**src/rtl/powlib_cntr_pkg.sv**
```systemverilog
// Shared helpers for the powlib counter family.
// FIFO users size counter widths with powlib_clogb2; the counter itself
// needs no package constants.
package powlib_cntr_pkg;

    // Number of bits needed to index 'value' distinct items (ceil(log2(value))).
    function automatic int powlib_clogb2(input int value);
        int result;
        result = 0;
        for (int i = 0; i < 31; i++) begin
            if (((value - 1) >> i) > 0) begin
                result = i + 1;
            end
        end
        return result;
    endfunction

endpackage

```
**src/rtl/powlib_cntr_flipflop.sv**
```systemverilog
// powlib_flipflop: W-bit register with asynchronous reset to INIT and an
// optional capture enable.
module powlib_flipflop #(
    parameter int              W    = 16,
    parameter logic [W-1:0]    INIT = '0,
    parameter int              EVLD = 1,
    parameter int              EAR  = 0
) (
    input  logic [W-1:0] d,
    output logic [W-1:0] q,
    input  logic         vld,
    input  logic         clk,
    input  logic         rst
);
    import powlib_cntr_pkg::*;

    logic [W-1:0] data_q;
    logic         capture;

    // With EVLD=0 the register loads every cycle and vld is ignored.
    generate
        if (EVLD != 0) begin : g_vld
            assign capture = vld;
        end else begin : g_no_vld
            logic unused_vld;
            assign unused_vld = vld;
            assign capture    = 1'b1;
        end
        // EAR exists only so existing instantiations still elaborate; the
        // reset below is asynchronous whatever its value.
        if (EAR != 0) begin : g_ear_compat
        end
    endgenerate

    // State register: asynchronous reset to INIT, capture on enable.
    always_ff @(posedge clk or posedge rst) begin
        if (rst) begin
            data_q <= INIT;
        end else if (capture) begin
            data_q <= d;
        end
    end

    assign q = data_q;

endmodule

```
**src/rtl/powlib_cntr.sv**
```systemverilog
// powlib_cntr: W-bit up/down counter with clear, optional load and optional
// signed step. Used as FIFO pointer and fill-level tracker.
module powlib_cntr #(
    parameter int W    = 16,
    parameter int INIT = 0,
    parameter int ELD  = 1,
    parameter int EDX  = 0,
    parameter int EAR  = 0
) (
    input  logic         clk,
    input  logic         rst,
    output logic [W-1:0] cntr,
    input  logic         adv,
    input  logic         clr,
    input  logic [W-1:0] dx,
    input  logic         ld,
    input  logic [W-1:0] nval
);
    import powlib_cntr_pkg::*;

    // INIT may be given wider than the counter; only the low W bits matter.
    localparam logic [W-1:0] INIT_W = W'(INIT);

    logic [W-1:0] cntr_q;
    logic [W-1:0] cntr_d;
    logic [W-1:0] step;
    logic         ld_en;
    logic [W-1:0] ld_val;
    logic         upd;

    // Step source: constant 1, or the two's-complement dx input.
    generate
        if (EDX != 0) begin : g_step_dx
            assign step = dx;
        end else begin : g_step_one
            logic unused_dx;
            assign unused_dx = ^dx;
            assign step      = {{(W-1){1'b0}}, 1'b1};
        end
    endgenerate

    // Load path is removed entirely when ELD=0.
    generate
        if (ELD != 0) begin : g_load
            assign ld_en  = ld;
            assign ld_val = nval;
        end else begin : g_no_load
            logic unused_ld;
            assign unused_ld = ld ^ (^nval);
            assign ld_en     = 1'b0;
            assign ld_val    = '0;
        end
    endgenerate

    // Next count: clr beats ld beats adv; wrap is natural modulo 2^W.
    always_comb begin
        cntr_d = cntr_q;
        if (clr) begin
            cntr_d = INIT_W;
        end else if (ld_en) begin
            cntr_d = ld_val;
        end else if (adv) begin
            cntr_d = cntr_q + step;
        end
    end

    assign upd = clr | ld_en | adv;

    powlib_flipflop #(
        .W    (W),
        .INIT (INIT_W),
        .EVLD (1),
        .EAR  (EAR)
    ) u_reg (
        .d   (cntr_d),
        .q   (cntr_q),
        .vld (upd),
        .clk (clk),
        .rst (rst)
    );

    assign cntr = cntr_q;

endmodule

```
**config.mk**
```make
export PLATFORM = sky130hd
export DESIGN_NAME = powlib_cntr
export DESIGN_NICKNAME = d
export VERILOG_FILES = /design/src/rtl/powlib_cntr_pkg.sv /design/src/rtl/powlib_cntr_flipflop.sv /design/src/rtl/powlib_cntr.sv
export SDC_FILE = /design/constraint.sdc
export NUM_CORES = 1
export LEC_CHECK = 0
export ABC_AREA = 0
export CAP_MARGIN = 25
export CORE_MARGIN = 2
export CORE_UTILIZATION = 35
export CTS_CLUSTER_DIAMETER = 200
export DETAILED_ROUTE_END_ITERATION = 6
export PLACE_DENSITY = 0.75
export SLEW_MARGIN = 30
export SYNTH_ARGS = -nofsm -noshare
export SYNTH_HDL_FRONTEND = slang
export SYNTH_SLANG_ARGS = --single-unit
```
**constraint.sdc**
```tcl
create_clock -name clk -period 1.5 [get_ports clk]
set_input_delay 0.15 -clock clk [delete_from_list [all_inputs] [get_ports clk]]
set_output_delay 0.15 -clock clk [all_outputs]
set_load 0.1 [all_outputs]
```
[After elaboration in Yosys (flattened, before gate mapping)]
Cells that the tools add are included.
Cells by class
  add/subtract/negate cells: 1
  mux-type cells: 3
  bitwise logic cells: 2
  reductions and logical operators: 2
Operator list (number)
  16-bit two-way mux: 3
  16-bit by 1-bit adder with 16-bit output (second input constant): 1
  3-bit nonzero test: 1
  1-bit bitwise OR: 2
  2-bit AND reduction: 1
Storage, ports and cells
  register bits after elaboration: 16

[Logic depth before layout (Yosys ltp)]
Gate-level depths: netlist of the first run.
  depth after elaboration: 4
  depth in mapped cells: 5
  depth with buffers taken out: 4

[By module]
Synthesis of the first run repeated with hierarchy kept, for this count alone.
Unflattened totals
  cell total of the unflattened synthesis: 124
  area total of the unflattened synthesis: 1255.0 µm²
Modules (own cells, without submodules)
  powlib_flipflop: instances 1, cells each 35, area an instance 653.1 µm², seq. area each 400.4 µm²
  powlib_cntr: instances 1, cells each 89, area an instance 601.8 µm², seq. area each 0.0 µm²

[Least setup slack after synthesis of the first run]
OpenSTA, ideal clock, no wires.
  path kind: register to register
  from: register u_reg.data_q[0], in the netlist u_reg.q[0]
  to: register u_reg.data_q[10], in the netlist u_reg.q[10]
  arrival: 2.200 ns
  setup slack: -0.800 ns
  stages on the path, launching flop included: 5
  clock period less this slack: 2.300 ns
  cells stage by stage: dfrtp_1 > ha_1 > nand3_2 > or4_1 > a311oi_1
On the way
  cells in the longest elaborated chain, start to end: 4
Ends and longest elaborated chain
  start, declared: line powlib_cntr_flipflop.sv:17  | logic [W-1:0] data_q;
  start signal, assigned: line powlib_cntr_flipflop.sv:38  | data_q <= INIT;
  start signal, assigned: line powlib_cntr_flipflop.sv:40  | data_q <= d;
  16-bit by 1-bit adder with 16-bit output: line powlib_cntr.sv:63  | cntr_d = cntr_q + step;
  16-bit two-way mux: line powlib_cntr.sv:62  | end else if (adv) begin
  16-bit two-way mux: line powlib_cntr.sv:60  | end else if (ld_en) begin
  16-bit two-way mux: line powlib_cntr.sv:58  | if (clr) begin
No other way between the ends. The select of a mux whose other input is x is not followed.
A chain may end at the register's enable or synchronous reset.

[Worst setup path after layout of the first run]
  from: register u_reg.data_q[1], in the netlist u_reg.q[1]
  to: register u_reg.data_q[15], in the netlist u_reg.q[15]
The elaborated chain is that of the path after synthesis.

==> results.yml, run 1 <==
logic_synthesis:
  syn_avg_cell_area_sq_um: 9.004
  post_synth_edffs: 0
  synth.top_cells.by_count: "dfrtp_1 (16), nor2_1 (16), nand2_1 (8)"
  ys_ff_latch: 16
  ys_warns: 0
  ys_seq_area_frac: 0.3970
  synth.cell_area_sq_mm: 0.001008
  post_synth_main_area_contributors: "dfrtp_1 (40%), nor2_1 (6.0%), a311oi_1 (5.2%)"
  netlist.top_cell.by_area: "dfrtp_1"
  ys.flop_type: "dfrtp_1"
  synthDistinctLibCells: 28
  postSynthCellCount: 112
  synth.top_cell.area_share: 0.3970
  postSynth.asyncResetShare: 1.000
  syn-num-nets: 150
pwr:
  irDropWorstVdd_mv: 0.5194
  power_per_cell_area_mw_per_mm2: 722.1
  power.static_leakage_nw: 0.7202
worst_setup_path:
  timing.setup.critical_path_class: "flip-flop to flip-flop"
  critPathMaxFanout: 5
  slowest_delay_ns: 0.45
  worst_r2r_path_depth: 4
  timing.critical_path.from_type: "flip-flop"
  cpLargestDelayFamily: "compound AO/OA/AOI/OAI gates"
  crit_path_end_kind: "flip-flop"
  critPathBufInv: 1
  library_cell_contributing_the_largest_single_delay_on_the_critical_path: "dfrtp_4"
  worstPathRequired_ns: 1.71
  timing.critical_path.depth: 4
  worst_ep_arrival_time_ns: 1.76
  path_cells: "nand4_1 -> buf_6 -> o41a_1 -> a211oi_2"
route:
  ant_nets: 0
  vias_per_cell: 5.762
  drt_drc_violations_left: 0
  avgRoutedWirePerCell_microns: 16.40
  vias_after_detailed_routing: 1164
  number_of_drc_markers_after_the_initial_detailed_route_iteration: 18
  first_pass_iters: 4
  wire_length_reported_by_the_detailed_router_microns: 3313
sta:
  setup_ws_ns: -0.04805
  final.setup_skew_ns: 0.004488
  final_cycle_utilization_of_the_critical_path: 1.032
  maxSlewHeadroom: 0.7697
  final.hold.worst_slack_ns: 0.1550
  timing_max_transition_violations_final: 0
  hold_viol_final: 0
  unrepaired_setup_endpoints_after_global_routing: "true"
  fin_crit_ns: 1.548
  max_freq_mhz: 646.0
  worst-slew-pin-transition_ns: 0.3444
  setup_viol: 5
  tns_ns: -0.1623
clock_tree:
  numCtsBuffers: 3
  h_tree_depth_reported_by_cts: 1
  clk_transition_reported_paths_ns: 0.10
  cts_buffer_depth: 2
  clkSinkCount: 16
  holdBufCountCts: 0
  root_buf_cell: "clkbuf_4"
  clock_insertion_delay_worst_skew_ns: 0.29
  tritoncts: "built"
final_layout:
  largest_register_ffs: 16
  final_cell_area_excluding_filler_cells_sq_mm: 0.001954
  multi_input_area_sq_um: 670.6
  area_taken_by_flip_flops_and_latches_sq_um: 454.2
  insertedDiodeCount: 0
  finish.utilization: 0.7087
  layout_area_overhead_pct: 93.80
  filler_cell_count: 203
  final_net_count: 210
  final_layout_size_suffix_gt1_frac: 0.4678
grt:
  grt.busiest_layer: "met2"
  number_of_global_route_vias_before_repair: 1232
  grt_pass1_wl_microns: 5802
  pin_count_of_the_biggest_net_entering_global_routing: 17
  grt_util_all_layers: 0.2230
  number_of_antenna_violations_at_the_first_check_in_global_routing: 0
  grt_use_met2: 0.3766
  grtUsageMet3: 0.03571
  gr-total-overflow: 0
  gr-usage-met1: 0.2900
floorplan:
  placement_row_count: 19
  die_area_sq_mm: 0.003327
  initial_cell_density_of_the_core: 0.3657
  die_width_microns: 57.68
  num_io_pins: 53
  core_region_area_sq_mm: 0.002758
  dieHeight_microns: 57.68
placement:
  routabilityCongestion: 0.8307
  place.port_buffers: 36
  detailed_place.area_sq_mm: 0.001815
  place_worst_setup_slack_ns: -0.2827
  post_detailed_placement_half_perimeter_wirelength_microns: 2449
outcome:
  violations: "setup timing"
  run_status: "finished with violations"
job:
  maxCapViolCount: 0
hold_path:
  hp-class: "input pin to async pin"
[worst paths after layout]
path	from	end	slack, ns
min reg2reg	u_reg.q[9]$_DFFE_PP0P_	u_reg.q[9]$_DFFE_PP0P_	0.71
min	rst	u_reg.q[1]$_DFFE_PP0P_	0.15
max	u_reg.q[1]$_DFFE_PP0P_	u_reg.q[15]$_DFFE_PP0P_	-0.05
max reg2reg	u_reg.q[1]$_DFFE_PP0P_	u_reg.q[15]$_DFFE_PP0P_	-0.05
min in group clk	nval[0]	u_reg.q[0]$_DFFE_PP0P_	0.42
max in group asynchronous	rst	u_reg.q[0]$_DFFE_PP0P_	1.13
[area by class of cell]
| class | count | area share |
|---|---|---|
| sequential | 16 | 0.2324 |
| tap | 31 | 0.01985 |
| multi-input combinational | 85 | 0.3432 |
| clock buffer | 4 | 0.01857 |
| inverter | 4 | 0.007682 |
| timing repair buffer | 62 | 0.3784 |
[logic make-up (layout without fill, tap and decap cells)]
family / after synthesis / after routing / synth area share
and+or+nand+nor: 50 / 50 / 0.2692
AOI/OAI and AO/OA: 29 / 29 / 0.2308
DFF: 16 / 16 / 0.3970
buffers and inverters: 11 / 70 / 0.04465
xor gates and xnor gates: 4 / 4 / 0.03474
adders and majority gates: 1 / 1 / 0.01240
muxes: 1 / 1 / 0.01117
[report_power, final]
| group | switching [mW] | internal, mW | total [mW] |
|---|---|---|---|
| sequential | 0.0527 | 0.477 | 0.529 |
| clock | 0.146 | 0.148 | 0.294 |
| combinational | 0.342 | 0.245 | 0.588 |
| total | 0.541 | 0.870 | 1.41 |
[cells in the final DEF, fill, tap and decap left out, types with 8 or more instances in the layout]
master           netlist  layout
nor2_1                16      16
nand2_1                8       8
dfrtp_4                0      14
buf_12                 0      17
clkdlybuf4s50_1        0      20
buf_4                  0      22
[through the flow]
| step | power [mW] | std cells |
|---|---|---|
| 2_1_floorplan | 0.8419 | 112 |
| 6_report | 1.411 | 202 |
| 3_3_place_gp | 1.094 | 193 |
| 5_1_grt | 1.474 | 202 |
| 4_1_cts | 1.414 | 202 |
| 3_5_place_dp | 1.107 | 193 |
[tightest hold or removal path: stages]
cell and delay (ns):
clkdlybuf4s50_1 0.39, inv_1 0.05, buf_4 0.23
[what timing repair did]
| action | in CTS | in global routing |
|---|---|---|
| endpoints found under the hold margin | 0 | 0 |
| pin swaps | 8 | 4 |
| endpoints found under the setup margin | 9 | 11 |
| gates resized for setup | 5 | 9 |
| setup buffers | 5 | 0 |
[per-layer routing]
layer | part of all wire | up-vias
met5 | 0 | -
met4 | 0.0088 | 0
met3 | 0.042 | 4
met2 | 0.52 | 34
met1 | 0.43 | 580
li1 | - | 546
(Power assumes the default switching activity.)
==> run 2: changes to the inputs <==
CORE_MARGIN = unset   (was 2)
CORE_UTILIZATION = 39   (was 35)
PLACE_DENSITY = 0.8   (was 0.75)
clock period = 1.7 ns   (was 1.5 ns; I/O delays follow)
==> results.yml, run 2 (synthesis gave the netlist of run 1 again) <==
outcome:
  run_status: "finished clean"
placement:
  place_worst_setup_slack_ns: -0.2064
  place.port_buffers: 36
  post_detailed_placement_half_perimeter_wirelength_microns: 2421
  routabilityCongestion: 0.8624
floorplan:
  die_area_sq_mm: 0.002793
  die_width_microns: 52.85
  dieHeight_microns: 52.85
  initial_cell_density_of_the_core: 0.4108
  placement_row_count: 18
  num_io_pins: 53
  core_region_area_sq_mm: 0.002455
clock_tree:
  numCtsBuffers: 3
  tritoncts: "built"
  holdBufCountCts: 0
  clock_insertion_delay_worst_skew_ns: 0.29
  clk_transition_reported_paths_ns: 0.10
  cts_buffer_depth: 2
  root_buf_cell: "clkbuf_4"
  h_tree_depth_reported_by_cts: 1
  clkSinkCount: 16
sta:
  final_cycle_utilization_of_the_critical_path: 0.9610
  setup_viol: 0
  final.setup_skew_ns: 0.003615
  max_freq_mhz: 612.1
  unrepaired_setup_endpoints_after_global_routing: "false"
  maxSlewHeadroom: 0.6981
  hold_viol_final: 0
  tns_ns: 0
  setup_ws_ns: 0.06633
  final.hold.worst_slack_ns: 0.1859
  timing_max_transition_violations_final: 0
  worst-slew-pin-transition_ns: 0.4514
  fin_crit_ns: 1.634
worst_setup_path:
  critPathMaxFanout: 4
  slowest_delay_ns: 0.47
  cpLargestDelayFamily: "compound AO/OA/AOI/OAI gates"
  reg2reg_setup_slack_ns: 0.07
  timing.critical_path.from_type: "flip-flop"
  critPathBufInv: 1
  path_cells: "nand4_1 -> buf_4 -> o41a_1 -> a2111oi_2"
  library_cell_contributing_the_largest_single_delay_on_the_critical_path: "dfrtp_4"
  worstPathRequired_ns: 1.87
  timing.setup.critical_path_class: "flip-flop to flip-flop"
  crit_path_end_kind: "flip-flop"
  worst_ep_arrival_time_ns: 1.81
final_layout:
  final_net_count: 200
  final_layout_size_suffix_gt1_frac: 0.3602
  insertedDiodeCount: 0
  area_taken_by_flip_flops_and_latches_sq_um: 445.4
  multi_input_area_sq_um: 603.1
  most-common-layout-cells: "clkdlybuf4s50_1 (20), buf_12 (17), nor2_1 (16)"
  filler_cell_count: 177
  largest_register_ffs: 16
  finish.utilization: 0.7294
  layout_area_overhead_pct: 77.54
  final_common_cell: "clkdlybuf4s50_1"
route:
  vias_per_cell: 5.911
  ant_nets: 0
  wire_length_reported_by_the_detailed_router_microns: 3275
  vias_after_detailed_routing: 1129
  first_pass_iters: 4
  avgRoutedWirePerCell_microns: 17.15
  drt_drc_violations_left: 0
  number_of_drc_markers_after_the_initial_detailed_route_iteration: 52
grt:
  number_of_antenna_violations_at_the_first_check_in_global_routing: 0
  gr-total-overflow: 0
  pin_count_of_the_biggest_net_entering_global_routing: 17
  grt_util_all_layers: 0.2527
  grt_pass1_wl_microns: 5037
  number_of_global_route_vias_before_repair: 1085
pwr:
  design_power_total_mw: 1.209
  irDropWorstVdd_mv: 0.6145
  power_per_cell_area_mw_per_mm2: 675.5
  power.static_leakage_nw: 0.6567
job:
  maxCapViolCount: 0
hold_path:
  hp-class: "input pin to async pin"
## run 2: changes by cell type in the layout (fill, tap and decap cells not counted), moves of 2 or more
cell	previous run	this run
a211oi_1	2	5
dfrtp_4	14	11
buf_4	22	15
dfrtp_2	1	3
a211oi_2	3	0
buf_6	3	0
## run 2: tightest hold or removal path, cell delays in order
cell,delay [ns]
clkdlybuf4s50_1,0.39
inv_1,0.05
buf_4,0.24
## run 2: final timing paths
path / from / end / cells past startpoint
max in group asynchronous: rst / u_reg.q[2]$_DFFE_PP0P_ / 3
worst min-delay path: rst / u_reg.q[8]$_DFFE_PP0P_ / 3
worst min register to register: u_reg.q[15]$_DFFE_PP0P_ / u_reg.q[15]$_DFFE_PP0P_ / 2
min in group clk: nval[0] / u_reg.q[0]$_DFFE_PP0P_ / 3
worst max-delay path: u_reg.q[0]$_DFFE_PP0P_ / u_reg.q[13]$_DFFE_PP0P_ / 4
worst max register to register: u_reg.q[0]$_DFFE_PP0P_ / u_reg.q[13]$_DFFE_PP0P_ / 4
## run 2: final cells by class
cell class | instances | share of cell area
Timing Repair Buffer | 52 | 0.3648
Multi-Input combinational cell | 85 | 0.3368
Sequential cell | 16 | 0.2488
Tap cell | 30 | 0.02096
Clock buffer | 4 | 0.02027
Inverter | 4 | 0.008386
## run 2: metrics by stage
step                      area (sq um)  instances
after detailed placement          1727        186
after global routing              1790        191
final                             1790        191
after CTS                         1782        191
after floorplan                   1074        112
after global placement            1727        186
## run 2: routing by layer
| layer | track usage | share of wire |
|---|---|---|
| met1 | 0.2845 | 0.40 |
| met5 | 0 | 0 |
| met4 | 0.07895 | 0.026 |
| met2 | 0.4620 | 0.52 |
| met3 | 0.06034 | 0.053 |
## run 2: power breakdown
part           switching (mW)  total [mW]  leakage (nW)  internal [mW]
combinational           0.286       0.482         0.448          0.197
sequential             0.0529       0.471         0.187          0.418
clock                   0.125       0.256        0.0210          0.130
## run 2: what timing repair did
item	in CTS	in global routing
pin swaps	1	3
buffers inserted	1	0
gates resized for setup	2	1
setup endpoints to repair	2	3
